[config.mk]
export PLATFORM = sky130hd
export DESIGN_NAME = capture_ctrl
export DESIGN_NICKNAME = d
export VERILOG_FILES = /design/src/rtl/capture_ctrl.sv
export SDC_FILE = /design/constraint.sdc
export NUM_CORES = 1
export LEC_CHECK = 0
export ABC_AREA = 1
export CAP_MARGIN = 10
export CORE_ASPECT_RATIO = 0.8
export CORE_UTILIZATION = 40
export DETAILED_ROUTE_END_ITERATION = 8
export HOLD_SLACK_MARGIN = 0.02
export PLACE_DENSITY = 0.8
export SLEW_MARGIN = 20
export SYNTH_ARGS = -nofsm -noshare
export SYNTH_HDL_FRONTEND = slang
export SYNTH_SLANG_ARGS = --single-unit
[constraint.sdc]
create_clock -name clk -period 2.2 [get_ports clk]
set_input_delay 0.44 -clock clk [delete_from_list [all_inputs] [get_ports clk]]
set_output_delay 0.44 -clock clk [all_outputs]
set_load 0.02 [all_outputs]
[src/rtl/capture_ctrl.sv]
// capture_ctrl: sequences the circular sample buffer through arm, pre-trigger fill,
//   trigger, post-trigger writes and freeze, then streams all 2**ADDR_WIDTH samples oldest first.
// Latency: state changes one cycle after the qualifying input; done pulses one cycle after the last accept.
// Backpressure: readout holds raddr/rd_valid until rd_ready; nothing is dropped and there is no timeout.
// Ports: arm/trigger/post_count  capture control from host
//        waddr/primed            status from write_mem
//        buf_reset/write_enable  control to write_mem
//        raddr/rd_valid/rd_ready/rd_is_trig  readout stream
//        trig_addr/busy/done     status to host
module capture_ctrl #(
   parameter int ADDR_WIDTH = 4
) (
   input  logic                  clk,
   input  logic                  reset,
   input  logic                  arm,
   input  logic                  trigger,
   input  logic [ADDR_WIDTH-1:0] post_count,
   input  logic [ADDR_WIDTH-1:0] waddr,
   input  logic                  primed,
   output logic                  buf_reset,
   output logic                  write_enable,
   output logic [ADDR_WIDTH-1:0] trig_addr,
   output logic [ADDR_WIDTH-1:0] raddr,
   output logic                  rd_valid,
   input  logic                  rd_ready,
   output logic                  rd_is_trig,
   output logic                  busy,
   output logic                  done
);

   localparam logic [ADDR_WIDTH-1:0] LAST_IDX = '1;

   typedef enum logic [2:0] {
      IDLE  = 3'd0,
      FILL  = 3'd1,
      ARMED = 3'd2,
      POST  = 3'd3,
      READ  = 3'd4
   } state_t;

   state_t                state, state_nxt;
   logic [ADDR_WIDTH-1:0] rd_cnt;
   logic [ADDR_WIDTH-1:0] post_cnt;
   logic                  rd_accept;
   logic                  rd_last;

   assign rd_accept = rd_valid & rd_ready;
   assign rd_last   = rd_accept && (rd_cnt == LAST_IDX);
   assign busy      = (state != IDLE);

   always_ff @(posedge clk) begin
      if (reset) begin
         state     <= IDLE;
         trig_addr <= '0;
         rd_cnt    <= '0;
         post_cnt  <= '0;
         done      <= 1'b0;
      end else begin
         state <= state_nxt;
         done  <= rd_last;
         // Holding rd_cnt at zero outside READ gives a clean start on every entry.
         if (state != READ) begin
            rd_cnt <= '0;
         end else if (rd_accept) begin
            rd_cnt <= rd_cnt + ADDR_WIDTH'(1);
         end
         if (state == ARMED && trigger) begin
            // The sample written this very cycle is the trigger sample.
            trig_addr <= waddr;
            post_cnt  <= post_count;
         end else if (state == POST) begin
            post_cnt <= post_cnt - ADDR_WIDTH'(1);
         end
      end
   end

   always_comb begin
      state_nxt    = state;
      buf_reset    = 1'b0;
      write_enable = 1'b0;
      raddr        = '0;
      rd_valid     = 1'b0;
      rd_is_trig   = 1'b0;
      case (state)
         IDLE: begin
            // write_mem sees the system reset directly, so no pulse while reset is high.
            buf_reset = arm & ~reset;
            if (arm) state_nxt = FILL;
         end
         FILL: begin
            write_enable = 1'b1;
            if (primed) state_nxt = ARMED;
         end
         ARMED: begin
            write_enable = 1'b1;
            if (trigger) state_nxt = (post_count == '0) ? READ : POST;
         end
         POST: begin
            write_enable = 1'b1;
            // The write in this cycle is the last post-trigger sample.
            if (post_cnt == ADDR_WIDTH'(1)) state_nxt = READ;
         end
         READ: begin
            // Writes are stopped, so waddr is frozen on the oldest sample.
            raddr      = waddr + rd_cnt;
            rd_valid   = 1'b1;
            rd_is_trig = (raddr == trig_addr);
            if (rd_ready && rd_cnt == LAST_IDX) state_nxt = IDLE;
         end
         default: state_nxt = IDLE;
      endcase
   end

endmodule

After elaboration in Yosys (flattened, before gate mapping)
Cells that the tools add are included.
- add/subtract/negate cells: 3
- equal/unequal tests: 13
- multiplexer cells: 14
- bitwise logic cells: 3
- reductions and logical operators: 10
- operators with widths (kind ; number):
    2-to-1 mux 3 bit ; 6
    one-hot mux 3 bit (5 select lines) ; 1
    2-to-1 mux 4 bit ; 3
    inequality test 2 bit, second input constant ; 4
    == test 3 x 2 -> 1 bit, second input constant ; 2
    AND reduction 5 bit ; 1
    adder 4 x 1 -> 4 bit, second input constant ; 1
    adder 4 bit ; 1
    == test 4 x 1 -> 1 bit, second input constant ; 1
    == test 4 bit ; 1
    == test 4 bit, second input constant ; 1
    logical NOT 4 bit ; 1
    2-to-1 mux 1 bit ; 4
    subtractor 4 x 1 -> 4 bit, second input constant ; 1
    == test 3 x 1 -> 1 bit, second input constant ; 1
    == test 3 bit, second input constant ; 1
    logical AND 1 bit ; 3
    logical NOT 3 bit ; 1
    inequality test 3 bit, second input constant ; 1
    nonzero test 3 bit ; 1
    OR reduction 3 bit ; 1
    AND 1 bit ; 2
    inequality test 2 x 1 -> 1 bit, second input constant ; 1
    nonzero test 2 bit ; 1
    other kinds (2) ; 2
- bits in registers: 16
- bits of input ports: 14
- output and inout bits: 14
- word-level logic and storage cells: 48

Depth between registers and ports, before layout
Gate-level depths: netlist of the first run.
- word-level depth: 4
- depth in mapped cells: 10

Worst setup path after synthesis of the first run
OpenSTA, ideal clock, no wires.
- path type: in2out
- from: input port waddr[0]
- to: output port rd_is_trig
- arrival time: 1.833 ns
- data required time: 1.760 ns
- setup slack: -0.073 ns
- stages on the path: 6
- cells stage by stage: ha_1 -> fa_1 -> xor2_1 -> nor3_1 -> nand2_1 -> a21oi_1
- cells in the longest elaborated chain, start to end: 3
- ends and longest elaborated chain (what ; RTL line ; source):
    start: declaration ; 18 ; input logic [ADDR_WIDTH-1:0] waddr,
    adder 4 bit ; 105 ; raddr = waddr + rd_cnt;
    == test 4 bit ; 107 ; rd_is_trig = (raddr == trig_addr);
    2-to-1 mux 1 bit ; 84 ; case (state)
    end: declaration ; 26 ; output logic rd_is_trig,
Every way passes these cells.

Worst setup path after layout of the first run
Ends and elaborated chain as after synthesis.

==> results of run 1 <==
## timing repair
action	CTS	global route
resized for setup	28	6
cloned	0	0
endpoints found under the setup margin	6	8
buffers inserted	1	0
pin swaps	4	1
## sequential cells by signal, indices dropped and copies added, names as in the netlist
signal and cells:
done 1, state 3, post_cnt 4, rd_cnt 4, trig_addr 4
## synthesized netlist by cell type (all sizes together)
cell type / instances
nand2: 40
o21ai: 4
nand4: 1
nor2: 27
a31oi: 4
a21oi: 8
ha: 6
nor3: 3
a22oi: 1
fa: 1
xor2: 6
nand3: 13
dfxtp: 16
or2: 1
xnor2: 1
inv: 24
## area by class of cell
class / instances / share of cell area, %
Multi-Input combinational cell: 116 / 45.55
Timing Repair Buffer: 37 / 22.29
Tap cell: 36 / 2.939
Sequential cell: 16 / 20.98
Clock buffer: 4 / 2.367
Inverter: 24 / 5.878
## layer usage
| metal | track usage, % | up-vias | part of all wire, % | wire length, µm |
|---|---|---|---|---|
| met5 | 0 | - | 0 | 0 |
| met4 | 8.372 | 0 | 0.71 | 18 |
| met3 | 4.244 | 2 | 5.3 | 133 |
| met2 | 29.33 | 31 | 46 | 1159 |
| met1 | 24.47 | 491 | 48 | 1217 |
| li1 | - | 573 | - | - |
## how the worst max path moves through the flow
| stage | from | to | slack (ns) | cells after the start |
|---|---|---|---|---|
| after detailed placement | waddr[0] | rd_is_trig | -0.93 | 8 |
| after global routing | rd_cnt[0]$_SDFFE_PP0P_ | rd_is_trig | -0.19 | 7 |
| after floorplan | waddr[0] | rd_is_trig | 0.04 | 6 |
| final | waddr[0] | rd_is_trig | -0.12 | 8 |
| after CTS | rd_cnt[0]$_SDFFE_PP0P_ | rd_is_trig | -0.15 | 7 |
| after global placement | waddr[0] | rd_is_trig | -0.91 | 8 |
## cells by family (layout without fill, tap and decap cells)
logic type | after synthesis | count (layout) | share of synthesized area, %
AO/OA/AOI/OAI | 17 | 17 | 8.706
XOR/XNOR | 7 | 7 | 5.765
adder cells (fa/ha/maj) | 7 | 7 | 8.941
buffers and inverters | 24 | 65 | 8.470
flip-flops | 16 | 16 | 30.12
AND/OR/NAND/NOR | 85 | 85 | 38.00
## power groups by stage
stage | registers, mW | logic, mW | clock network (mW)
after floorplan | 0.408 | 0.435 | 0
after global placement | 0.391 | 0.666 | 0
after detailed placement | 0.393 | 0.683 | 0
after CTS | 0.388 | 0.689 | 0.207
after global routing | 0.396 | 0.763 | 0.215
final | 0.389 | 0.688 | 0.201
## metrics by stage
stage | TNS, ns | std cells
floorplan | 0 | 156
CTS | -0.1544 | 233
detailed placement | -2.977 | 228
finish | -0.1185 | 233
global route | -0.2324 | 233
global placement | -2.892 | 228
## tightest hold or removal path, cell delays in order, from the launching register on
cell,delay (ns)
dfxtp_1,0.33
nand2_1,0.06
a31oi_1,0.06
==> out/qor.txt, run 1 <==
row cnt -> 16
RePlAce Congestion -> 0.8942
Hold Path End -> post_cnt[1]$_SDFFE_PP0P_
Placed Area -> 1450 µm²
failing checks -> setup timing
Req. time, crit path -> 1.76 ns
register share of total power -> 30.5%
CP startpoint kind -> primary input
wire per inst -> 10.85 µm
FF/Latch Area -> 321.6 µm²
final critical-path share of the clock period -> 105.4%
Root Buffer -> clkbuf_4
Comb power frac -> 53.8%
distinct cell type count after synthesis -> 22
Vias -> 1097
final antenna-violating net count -> 0
nets -> 219
cell depth of the worst hold path -> 2
CP Capture Type -> primary output
CTS Hold Buffers Added -> 0
Fillers -> 240
Synth-to-Final Area Change -> 44.12%
PwrDens -> 833.4 nW/µm²
ranking of synthesized cells by area -> dfxtp_1, nand2_1, nor2_1
Initial Util -> 42.84%
RR Endpoint -> state[2]$_SDFFE_PP0P_
share of the synthesized area in the top cell type -> 30.12%
port bufs -> 27
Slew Viols, Final -> 0
number of diodes -> 0
kind of critical path -> primary input to primary output
CTS tree -> built
CTS Buffer Depth -> 2
highest-count cells in the layout ignoring fill and taps -> nand2_1, nor2_1, inv_1
Rel. slew slack -> 81.30%
Sink Count -> 16
Final Util -> 61.74%
min-delay src -> post_cnt[1]$_SDFFE_PP0P_
vias in the first global route -> 910
share of layout cells above drive strength 1 -> 21.32%
crit path DAT -> 1.88 ns
Layout Skew -> 0.005643 ns
cell internal pwr -> 0.7298 mW
Clk network pwr share -> 15.7%
Crit path largest cell delay -> 0.54 ns
core footprint -> 2482 µm²
CP Cell Sequence -> clkdlybuf4s15_2, ha_4, fa_2, xor2_1, nor3_1, nand2_1, a21oi_2, buf_4
footprint of the multi-input gates -> 698.2 µm²
Place WS -> -0.9313 ns
Crit Path Max Fanout -> 2
hpwl dp -> 1949 µm
Worst R2R Setup Slack -> 0.67 ns
CP top delay family -> adder cells
most common cell after layout, fill and taps aside -> nand2_1
highest clock rate -> 431.3 MHz
Worst Hold Margin -> 0.4896 ns
clock buffer count from CTS -> 3
Least-Margin Pin Slew -> 0.2802 ns
cell count after synthesis -> 156
area leader, netlist -> dfxtp_1
Overall Global Routing Usage -> 18.48%
Final min period -> 2.318 ns
final setup violation count -> 1
Buffers & Inverters on Critical Path -> 2
static leakage -> 0.7673 nW
Reg2Reg Launch Point -> rd_cnt[0]$_SDFFE_PP0P_
Final Hold Viols -> 0
synthesized cell area -> 1064 µm²
Die Ht -> 48.12 µm
final instance area -> 1533 µm²
max-cap violations -> 0
class of the worst hold path -> flip-flop to flip-flop
Clock Latency Late Sink -> 0.29 ns
drc violations -> 0
initial antenna violation count -> 0
die area -> 2870 µm²
first-pass iteration count of the detailed router -> 4
Vias/cell -> 4.708
Worst Slack Setup Final -> -0.1185 ns
RSZ-0062 raised after global routing -> true
Worst path slowest cell -> fa_2
Die X -> 59.65 µm
drt total wl -> 2528 µm
largest net degree at the start of global routing -> 10
Syn Nets -> 177
Net Sw Frac -> 42.86%
count of state elements after synthesis -> 16
Psw -> 0.5475 mW
YS warnings -> 0
outcome -> finished with violations
syn avg cell area -> 6.817 µm²
sequential element share of the synthesized area -> 30.12%
io pins -> 28
gr ovfl total -> 0
H-tree depth -> 1
first-pass GRT wire length -> 3829 µm
total chip power -> 1.277 mW
Reg2Reg Depth -> 12
drt first-iter violations -> 37
Worst-path clk slew -> 0.10 ns
Peak VDD IR -> 390.2 µV
No activity file was read; power rests on OpenSTA's default activity.
==> run 2: changes to the inputs <==
--- a/config.mk
+++ b/config.mk
@@ -8,10 +8,10 @@
 export ABC_AREA = 1
 export CAP_MARGIN = 10
 export CORE_ASPECT_RATIO = 0.8
-export CORE_UTILIZATION = 40
+export CORE_UTILIZATION = 23
 export DETAILED_ROUTE_END_ITERATION = 8
 export HOLD_SLACK_MARGIN = 0.02
-export PLACE_DENSITY = 0.8
+export PLACE_DENSITY = 0.56
 export SLEW_MARGIN = 20
 export SYNTH_ARGS = -nofsm -noshare
 export SYNTH_HDL_FRONTEND = slang
==> out/qor.txt, run 2 (synthesized netlist as in run 1, its figures left out) <==
Worst-path clk slew -> 0.06 ns (was 0.10 ns)
wire per inst -> 9.861 µm (was 10.85 µm)
Initial Util -> 24.68% (was 42.84%)
RR Endpoint -> state[0]$_SDFFE_PP0P_ (was state[2]$_SDFFE_PP0P_)
Buffers & Inverters on Critical Path -> 2 (unchanged)
Crit Path Max Fanout -> 2 (unchanged)
initial antenna violation count -> 0 (unchanged)
Req. time, crit path -> 1.76 ns (about the same)
Worst Hold Margin -> 0.4730 ns (was 0.4896 ns)
RSZ-0062 raised after global routing -> true (unchanged)
drt total wl -> 2485 µm (was 2528 µm)
port bufs -> 27 (unchanged)
Worst Slack Setup Final -> -0.06837 ns (was -0.1185 ns)
row cnt -> 21 (was 16)
hpwl dp -> 1974 µm (was 1949 µm)
Sink Count -> 16 (unchanged)
H-tree depth -> 1 (unchanged)
outcome -> finished with violations (unchanged)
nets -> 218 (was 219)
RePlAce Congestion -> 0.8005 (was 0.8942)
CTS Hold Buffers Added -> 0 (unchanged)
final instance area -> 1546 µm² (was 1533 µm²)
number of diodes -> 0 (unchanged)
vias in the first global route -> 958 (was 910)
Slew Viols, Final -> 0 (unchanged)
failing checks -> setup timing (unchanged)
io pins -> 28 (unchanged)
drt first-iter violations -> 43 (was 37)
highest-count cells in the layout ignoring fill and taps -> nand2_1, nor2_1, inv_1 (unchanged)
Synth-to-Final Area Change -> 45.41% (was 44.12%)
Rel. slew slack -> 80.30% (was 81.30%)
CP top delay family -> adder cells (unchanged)
Clock Latency Late Sink -> 0.25 ns (was 0.29 ns)
Post-CTS Setup Repair Bufs -> 0 (was 1)
Final Util -> 35.89% (was 61.74%)
CP startpoint kind -> primary input (unchanged)
CP Capture Type -> primary output (unchanged)
first-pass GRT wire length -> 4215 µm (was 3829 µm)
Final min period -> 2.268 ns (was 2.318 ns)
FF/Latch Area -> 324.1 µm² (was 321.6 µm²)
share of layout cells above drive strength 1 -> 20.51% (was 21.32%)
CP Cell Sequence -> dlygate4sd2_1, fa_2, xor2_1, nor3_1, nand2_1, a21oi_2, buf_4 (was clkdlybuf4s15_2, ha_4, fa_2, xor2_1, nor3_1, nand2_1, a21oi_2, buf_4)
Placed Area -> 1476 µm² (was 1450 µm²)
Peak VDD IR -> 333.1 µV (was 390.2 µV)
Reg2Reg Launch Point -> rd_cnt[1]$_SDFFE_PP0P_ (was rd_cnt[0]$_SDFFE_PP0P_)
final antenna-violating net count -> 0 (unchanged)
class of the worst hold path -> flip-flop to flip-flop (unchanged)
Die Ht -> 62.82 µm (was 48.12 µm)
clock buffer count from CTS -> 3 (unchanged)
non-filler cells, final -> 252 (was 233)
first-pass iteration count of the detailed router -> 4 (unchanged)
Worst R2R Setup Slack -> 0.77 ns (was 0.67 ns)
Fillers -> 461 (was 240)
CTS tree -> built (unchanged)
placed cells -> 249 (was 228)
static leakage -> 0.7524 nW (was 0.7673 nW)
Crit path largest cell delay -> 0.58 ns (was 0.54 ns)
core footprint -> 4309 µm² (was 2482 µm²)
Overall Global Routing Usage -> 11.04% (was 18.48%)
PwrDens -> 831.7 nW/µm² (was 833.4 nW/µm²)
crit path DAT -> 1.83 ns (was 1.88 ns)
gr ovfl total -> 0 (unchanged)
Hold Path End -> post_cnt[1]$_SDFFE_PP0P_ (unchanged)
final setup violation count -> 1 (unchanged)
min-delay src -> post_cnt[1]$_SDFFE_PP0P_ (unchanged)
Reg2Reg Depth -> 11 (was 12)
footprint of the multi-input gates -> 698.2 µm² (unchanged)
Place WS -> -0.9367 ns (was -0.9313 ns)
die area -> 4902 µm² (was 2870 µm²)
cell depth of the worst hold path -> 2 (unchanged)
CTS Buffer Depth -> 2 (unchanged)
Vias/cell -> 4.183 (was 4.708)
highest clock rate -> 440.8 MHz (was 431.3 MHz)
Worst path slowest cell -> fa_2 (unchanged)
max-cap violations -> 0 (unchanged)
Final Hold Viols -> 0 (unchanged)
Root Buffer -> clkbuf_8 (was clkbuf_4)
largest net degree at the start of global routing -> 10 (unchanged)
Die X -> 78.03 µm (was 59.65 µm)
largest registers -> post_cnt: 4 flops, rd_cnt: 4 flops, trig_addr: 4 flops (unchanged)
Setup TNS -> -0.06837 ns (was -0.1185 ns)
total chip power -> 1.286 mW (was 1.277 mW)
drc violations -> 0 (unchanged)
most common cell after layout, fill and taps aside -> nand2_1 (unchanged)
Layout Skew -> 0.004671 ns (was 0.005643 ns)
Vias -> 1054 (was 1097)
final critical-path share of the clock period -> 103.1% (was 105.4%)
kind of critical path -> primary input to primary output (unchanged)
Least-Margin Pin Slew -> 0.2952 ns (was 0.2802 ns)
-- run 2: changes by cell type in the layout (fill, tap and decap cells not counted) --
| cell | previous run | this run |
|---|---|---|
| clkbuf_2 | 0 | 1 |
| clkbuf_4 | 3 | 0 |
| clkbuf_8 | 1 | 3 |
| clkdlybuf4s15_2 | 2 | 0 |
| clkdlybuf4s50_1 | 16 | 17 |
| dfxtp_2 | 1 | 0 |
| dfxtp_4 | 0 | 1 |
| dlymetal6s2s_1 | 3 | 2 |
-- run 2: what timing repair did --
item / in CTS / in global routing
resized for setup: 27 / 9
setup endpoints to repair: 6 / 7
pin swaps: 5 / 1
endpoints found under the hold margin: 0 / 0
-- run 2: worst max-delay path by stage --
stage,startpoint,endpoint,slack (ns),cells past startpoint
final,waddr[1],rd_is_trig,-0.07,7
after global routing,rd_cnt[0]$_SDFFE_PP0P_,rd_is_trig,-0.17,7
after CTS,rd_cnt[0]$_SDFFE_PP0P_,rd_is_trig,-0.12,7
after detailed placement,waddr[0],rd_is_trig,-0.94,8
after global placement,waddr[0],rd_is_trig,-0.92,8
after floorplan,waddr[0],rd_is_trig,0.04,6
-- run 2: layer usage --
metal  share of wire (%)  wire, µm  global-route usage, %
met2                  41      1023                  16.48
met5                   0         0                      0
met3                 5.5       136                  4.380
met1                  53      1312                  15.00
met4                0.48        12                  2.083
-- run 2: final cells by class --
type / count / share of cell area [%]
Sequential cell: 16 / 20.95
Clock buffer: 3 / 2.670
Tap cell: 57 / 4.612
Inverter: 24 / 5.825
Multi-Input combinational cell: 116 / 45.15
Timing Repair Buffer: 36 / 20.79
-- run 2: worst register-to-register path, delay by kind of cell (launching register included) --
family,cells,cell delay (ns)
adders and majority gates,1,0.17
DFF,1,0.37
buffers and inverters,2,0.21
and+or+nand+nor,8,0.58
-- run 2: report_power, final --
group / switching (mW) / internal (mW)
combinational: 0.400 / 0.280
clock: 0.0962 / 0.121
sequential: 0.0425 / 0.346
